**config.mk**
```make
export PLATFORM = sky130hd
export DESIGN_NAME = pipeline_hazard_controller
export DESIGN_NICKNAME = d
export VERILOG_FILES = /design/src/rtl/pipeline_hazard_controller.sv
export SDC_FILE = /design/constraint.sdc
export NUM_CORES = 1
export LEC_CHECK = 0
export BUFFER_PORTS_ARGS = -buffer_cell sky130_fd_sc_hd__buf_2
export CAP_MARGIN = 10
export CORE_ASPECT_RATIO = 0.7
export CORE_MARGIN = 5
export CORE_UTILIZATION = 45
export DETAILED_ROUTE_END_ITERATION = 8
export PLACE_DENSITY_LB_ADDON = 0.25
export SYNTH_ARGS = -nofsm -noshare
export SYNTH_HDL_FRONTEND = slang
export SYNTH_SLANG_ARGS = --single-unit
```
**constraint.sdc**
```tcl
create_clock -name clk -period 2.01 [get_ports clk]
set_input_delay 0.402 -clock clk [delete_from_list [all_inputs] [get_ports clk]]
set_output_delay 0.402 -clock clk [all_outputs]
set_load 0.01 [all_outputs]
```
**src/rtl/pipeline_hazard_controller.sv**
```systemverilog
// Pipeline sequencer: freeze/flush/bubble/stall controls for the 5-stage core.
// Handles RAW interlocks, EXE branch squash and multi-cycle memory waits.
module pipeline_hazard_controller #(
  parameter int MEM_WAIT_CYCLES = 3,
  parameter int CNT_W           = 4
) (
  input  logic        clk,
  input  logic        rst,
  input  logic        branch_taken_exe,
  input  logic [3:0]  src1_id,
  input  logic [3:0]  src2_id,
  input  logic        uses_src1,
  input  logic        uses_src2,
  input  logic        exe_wb_en,
  input  logic [3:0]  exe_dest,
  input  logic        mem_wb_en,
  input  logic [3:0]  mem_dest,
  input  logic        mem_req,
  output logic        freeze,
  output logic        bubble_id,
  output logic        flush,
  output logic        stall_all,
  output logic [15:0] stall_count
);

  typedef enum logic [1:0] {
    RUN,
    MEM_WAIT,
    MEM_DONE
  } state_t;

  localparam bit LP_MEM_EN = (MEM_WAIT_CYCLES > 0);
  localparam bit LP_ONE    = (MEM_WAIT_CYCLES == 1);

  state_t           r_state;
  logic [CNT_W-1:0] r_cnt;
  logic [15:0]      r_stall_cnt;

  logic w_hz1;
  logic w_hz2;
  logic w_hazard;
  logic w_mem_stall;
  logic w_sel_mem;
  logic w_sel_br;
  logic w_sel_hz;

  assign w_hz1 = uses_src1 &
    ((exe_wb_en & (src1_id == exe_dest)) |
     (mem_wb_en & (src1_id == mem_dest)));
  assign w_hz2 = uses_src2 &
    ((exe_wb_en & (src2_id == exe_dest)) |
     (mem_wb_en & (src2_id == mem_dest)));
  assign w_hazard = w_hz1 | w_hz2;

  assign w_mem_stall =
    ((r_state == RUN) & mem_req & LP_MEM_EN) |
    (r_state == MEM_WAIT);

  // Mutually exclusive selects encode the priority order.
  assign w_sel_mem = rst & w_mem_stall;
  assign w_sel_br  = rst & ~w_mem_stall & branch_taken_exe;
  assign w_sel_hz  = rst & ~w_mem_stall & ~branch_taken_exe
                     & w_hazard;

  always_comb begin
    freeze    = 1'b0;
    bubble_id = 1'b0;
    flush     = 1'b0;
    stall_all = 1'b0;
    unique case (1'b1)
      w_sel_mem: begin
        stall_all = 1'b1;
        freeze    = 1'b1;
      end
      w_sel_br: begin
        flush     = 1'b1;
        bubble_id = 1'b1;
      end
      w_sel_hz: begin
        freeze    = 1'b1;
        bubble_id = 1'b1;
      end
      default: ;
    endcase
  end

  always_ff @(posedge clk or negedge rst) begin
    if (!rst) begin
      r_state <= RUN;
      r_cnt   <= '0;
    end else begin
      unique case (r_state)
        RUN: begin
          if (mem_req && LP_MEM_EN) begin
            if (LP_ONE) begin
              r_state <= MEM_DONE;
            end else begin
              r_state <= MEM_WAIT;
              r_cnt   <= CNT_W'(MEM_WAIT_CYCLES - 1);
            end
          end
        end
        MEM_WAIT: begin
          r_cnt <= r_cnt - CNT_W'(1);
          if (r_cnt == CNT_W'(1)) begin
            r_state <= MEM_DONE;
          end
        end
        MEM_DONE: r_state <= RUN;
        default:  r_state <= RUN;
      endcase
    end
  end

  // Saturating count of frozen cycles.
  always_ff @(posedge clk or negedge rst) begin
    if (!rst) begin
      r_stall_cnt <= '0;
    end else if (freeze && (r_stall_cnt != 16'hFFFF)) begin
      r_stall_cnt <= r_stall_cnt + 16'd1;
    end
  end

  assign stall_count = r_stall_cnt;

endmodule
```
Yosys cells after proc, flatten, opt, wreduce, memory -nomap -nowiden. Cells that the tools add are included.

Flip-flop bits (word level): 22. Bits in writable memories: 0. Memories kept: 0. Bits in read-only memories: 0. Output and inout bits: 20. Latch bits: 0.

$add $sub $neg: 2. Reduce and logical (&&, ||, !) cells: 7. Bitwise logic cells: 18. Div/mod/pow operators: 0. Mux-type cells: 9. Shifts and indexed selects: 0. $lt $le $gt $ge: 0. Equal/unequal tests: 9. Multiply operators: 0.

Operator list (number): adder 16 x 1 -> 16 bit, second input constant (1); == test 4 bit (4); inequality test 16 bit, second input constant (1); AND 1 bit (12); case mux 4 bit (2 select lines) (1); == test 4 x 1 -> 1 bit, second input constant (1); two-way mux 1 bit (4); two-way mux 2 bit (2); two-way mux 4 bit (1); bitwise OR 1 bit (4); case mux 2 bit (2 select lines) (1); AND reduction 2 bit (2); OR reduction 2 bit (2); subtractor 4 x 1 -> 4 bit, second input constant (1); == test 2 x 1 -> 1 bit, second input constant (1); logical NOT 2 bit (1); inequality test 2 x 1 -> 1 bit, second input constant (1); inequality test 2 bit, second input constant (1); inverter 1 bit (2); nonzero test 2 bit (1); logical AND 1 bit (1).

Depth between registers and ports, before layout.
Word-level depth: 10. Mapped depth: 7.

Worst setup path after synthesis. Ideal clock, no wire load.

Path type: in2out. Start: input mem_dest[2]. End: output freeze. Cell stages on the path: 6. Required time: 1608 ps. Setup slack: 86 ps. Arrival: 1522 ps. Cell sequence: xnor2_1 > nand3_1 > nor4_2 > o41ai_4 > buf_6 > nand2_1.

Word-level cells in the longest chain between the ends: 8. Elaborated cells between the ends (all ways): 12. Those cells by class: eq/ne: 2; mux: 1; bitwise: 8; reduce/logical: 1.

RTL lines: from (decl) (RTL line 17) `input logic [3:0] mem_dest,`; == test 4 bit (on tied branches) (RTL line 49, 52); AND 1 bit (on tied branches) (RTL line 49, 52); bitwise OR 1 bit (on tied branches) (RTL line 48, 51); AND 1 bit (on tied branches) (RTL line 47, 50); bitwise OR 1 bit (*) (RTL line 53) `assign w_hazard = w_hz1 | w_hz2;`; AND 1 bit (*) (RTL line 63) `& w_hazard;`; OR reduction 2 bit (no source line) (*); two-way mux 1 bit (*) (RTL line 70) `unique case (1'b1)`; to (decl) (RTL line 19) `output logic freeze,`.

Mark *: on every way between the ends. The rest lies on a longest branch, timed or not.

Final worst setup path.
Start: input src1_id[0]. End: output freeze.

Word-level cells in the longest chain between the ends: 8. Elaborated cells between the ends (all ways): 10. Those cells by class: eq/ne: 2; mux: 1; bitwise: 6; reduce/logical: 1.

RTL lines: from (decl) (RTL line 10) `input logic [3:0] src1_id,`; == test 4 bit (on tied branches) (RTL line 48, 49); AND 1 bit (on tied branches) (RTL line 48, 49); bitwise OR 1 bit (*) (RTL line 48) `((exe_wb_en & (src1_id == exe_dest)) |`; AND 1 bit (*) (RTL line 47) `assign w_hz1 = uses_src1 &`; bitwise OR 1 bit (*) (RTL line 53); AND 1 bit (*) (RTL line 63); OR reduction 2 bit (no source line) (*); two-way mux 1 bit (*) (RTL line 70).

Marked as above.

==> results.tsv <==
metric	value	unit
detailed-route via count	1254	
RSZ-0062 raised after global routing	yes	
DPL Wire Length	2640	um
Die X-Extent	78.1	um
dpl cells	227	
critical path cell sequence	buf_2 -> xor2_1 -> nor4_4 -> o41ai_4 -> clkbuf_16 -> nand2_1 -> buf_2	
sequential fraction of design power	0.365	
Boundary Pins	44	
Port Buffers	43	
Worst Hold Class	in -> async	
antenna-violating nets left	0	
switch share	0.389	
CP Class	in -> out	
clock latency on the worst-skew pair	0.27	ns
Synth Register Bits	22	
pwr dens	967	nW/um2
CTS Buf Count	3	
Slew Viols, Final	0	
die area	4500	um2
Area Growth Syn to Fin	48.1	%
max cap viols	0	
Mapped Area	1460	um2
vias per cell	5.45	
Core ar.	3130	um2
Clock transition at path regs	0.08	ns
First-pass DRT Iterations	4	
Synth cell types	42	
clk root buf	clkbuf_8	
synth warn	0	
fraction of layout cells with a size suffix above 1	0.490	
die height	57.6	um
hold slack	0.108	ns
Reg2Reg Depth	6	
Crit path largest cell delay	0.29	ns
Pleak	0.965	nW
Net Switching	0.813	mW
Critical Path AT	1.58	ns
htree depth	1	
initial core utilization	0.467	
GRT overflow	0	
maximum fanout along the worst path	2	
Post-route DRC	0	
Synth Instances	140	
vias in the first global route	1202	
total power	2.09	mW
Main synth FF type	dfrtp_1	
sequential area share after synthesis	0.377	
first-pass GRT wire length	5800	um
Peak VDD IR	0.531	mV
GR Util All Layers	0.162	
clock power share	0.197	
FMAX	504	MHz
Synth Area per Inst	10.4	um2
clk_skew	0.00536	ns
period utilisation layout	0.987	
dominant cell type by area after synthesis	dfrtp_1	
pin count of the biggest net entering global routing	24	
Detailed Route WL	4070	um
number of antenna violations at the first check in global routing	0	
EDFF count, synth	0	
Crit path buffers/inverters	3	
FF+latch area	551	um2
area of the multi-input gates	1090	um2
most frequent CP cell	buf_2	
Placer Congestion	0.839	
Nets	220	
clk buf depth	2	
n_diodes	0	
actual slew at the worst max-slew pin	0.449	ns
Crit. End Element	primary output	
Cell Int Power	1.28	mW
status	completed	
Mapped Nets	167	
worst reg2reg setup slack	0.13	ns
Gate power share	0.438	
critical path launch point type	primary input	
main area contributors after synthesis	dfrtp_1 (38%), xor2_1 (13%), a211oi_2 (5.1%), nor4_2 (4.3%), xnor2_1 (4.2%)	
Total Neg Setup Slack	0	ns
fraction of registers with async set/reset	1.00	
endpoints failing setup	0	
Synth top area share	0.377	
Slew HR	0.701	
DR iter-0 viols	74	
num rows	17	
CTS tree	built	
CTS hold repair buffers	0	
Layout Utilization	0.691	
largest delay contributor family on the critical path	buffers and inverters	
Tmin final	1.98	ns
fillcell total	224	
fin cells	230	
mean routed wirelength per cell	17.7	um
launch point of the worst reg-to-reg path	stall_count[0]	
Worst EP required	1.61	ns
clock sinks	22	
R2R Path End	stall_count[8]	
CP max-delay cell	xor2_1	
Hold Vio Cnt, Final	0	
## metal layers
metal	global-route usage	routed length [um]
met4	0.0217	27
met3	0.0466	211
met1	0.209	1650
met5	0	0
met2	0.278	2190
## synthesized netlist by cell type, types with 2 or more instances
cell,number
nand4_1,2
a22o_1,2
and3_1,2
nand3_1,7
nor3_1,2
nand2b_1,2
nor2_1,5
inv_1,9
nand2_1,12
buf_2,2
a211oi_2,6
a2bb2oi_1,2
xnor2_1,7
dfrtp_1,22
a2111oi_2,3
xor2_1,21
ha_1,3
a21oi_1,3
nor4_2,5
## final cells by class
type | instances | area share
clock buffer | 3 | 0.0191
multi-input combinational | 105 | 0.505
inverter | 10 | 0.0174
timing repair buffer | 51 | 0.168
sequential | 22 | 0.255
clock inverter | 1 | 0.0139
tap | 38 | 0.0220
## state kept, by name, indices dropped and copies added (netlist names)
name	cells
stall_count	16
r_cnt	4
r_state	2
## layout by cell type, fill, tap and decap left out, types with 4 or more instances in the layout
cell type | Yosys | routed
buf_2 | 2 | 30
dfrtp_1 | 22 | 22
nand2_1 | 12 | 12
xor2_1 | 21 | 11
buf_4 | 0 | 10
buf_6 | 1 | 10
inv_1 | 9 | 9
xor2_2 | 0 | 7
a211oi_2 | 6 | 6
nor2_1 | 5 | 5
nand3_1 | 7 | 4
nor4_4 | 0 | 4
## logic make-up after synthesis
kind of cell             synth area share
multiplexers                       0.0257
XOR/XNOR                            0.168
adder cells (fa/ha/maj)            0.0257
buffers and inverters              0.0403
flip-flops                          0.377
AND/OR/NAND/NOR                     0.176
AO/OA/AOI/OAI                       0.187
## how the worst max path moves through the flow
stage,end,startpoint,depth (start not counted)
floorplan,freeze,mem_dest[2],6
global placement,freeze,src1_id[1],8
detailed placement,freeze,src1_id[1],8
CTS,freeze,src2_id[2],8
global route,bubble_id,src1_id[2],7
finish,freeze,src1_id[0],7
## metrics by stage
step	cell area, um2	setup WS, ns
2_1_floorplan	1460	0.0860
3_3_place_gp	1780	-0.116
3_5_place_dp	1780	-0.131
4_1_cts	1930	0.0197
5_1_grt	2160	-0.0489
6_report	2160	0.0260
## timing repair
action                                  4_1_cts  5_1_grt
setup buffers                                 1        0
pin swaps                                     4       11
endpoints found under the setup margin        1       10
resized for setup                             9       43
## worst register-to-register path: stages (launching register included)
cell      delay (ns)
dfrtp_1         0.40
ha_1            0.20
and2_1          0.19
nand4_1         0.20
or2_2           0.40
a211oi_1        0.27
xor2_1          0.16
## power groups by stage
stage	clock network, mW	registers [mW]	logic [mW]
global placement	0	0.750	0.780
CTS	0.423	0.755	0.843
detailed placement	0	0.764	0.819
finish	0.412	0.762	0.916
global route	0.432	0.791	1.01
floorplan	0	0.776	0.493
Power figures use the tool's default switching activity.
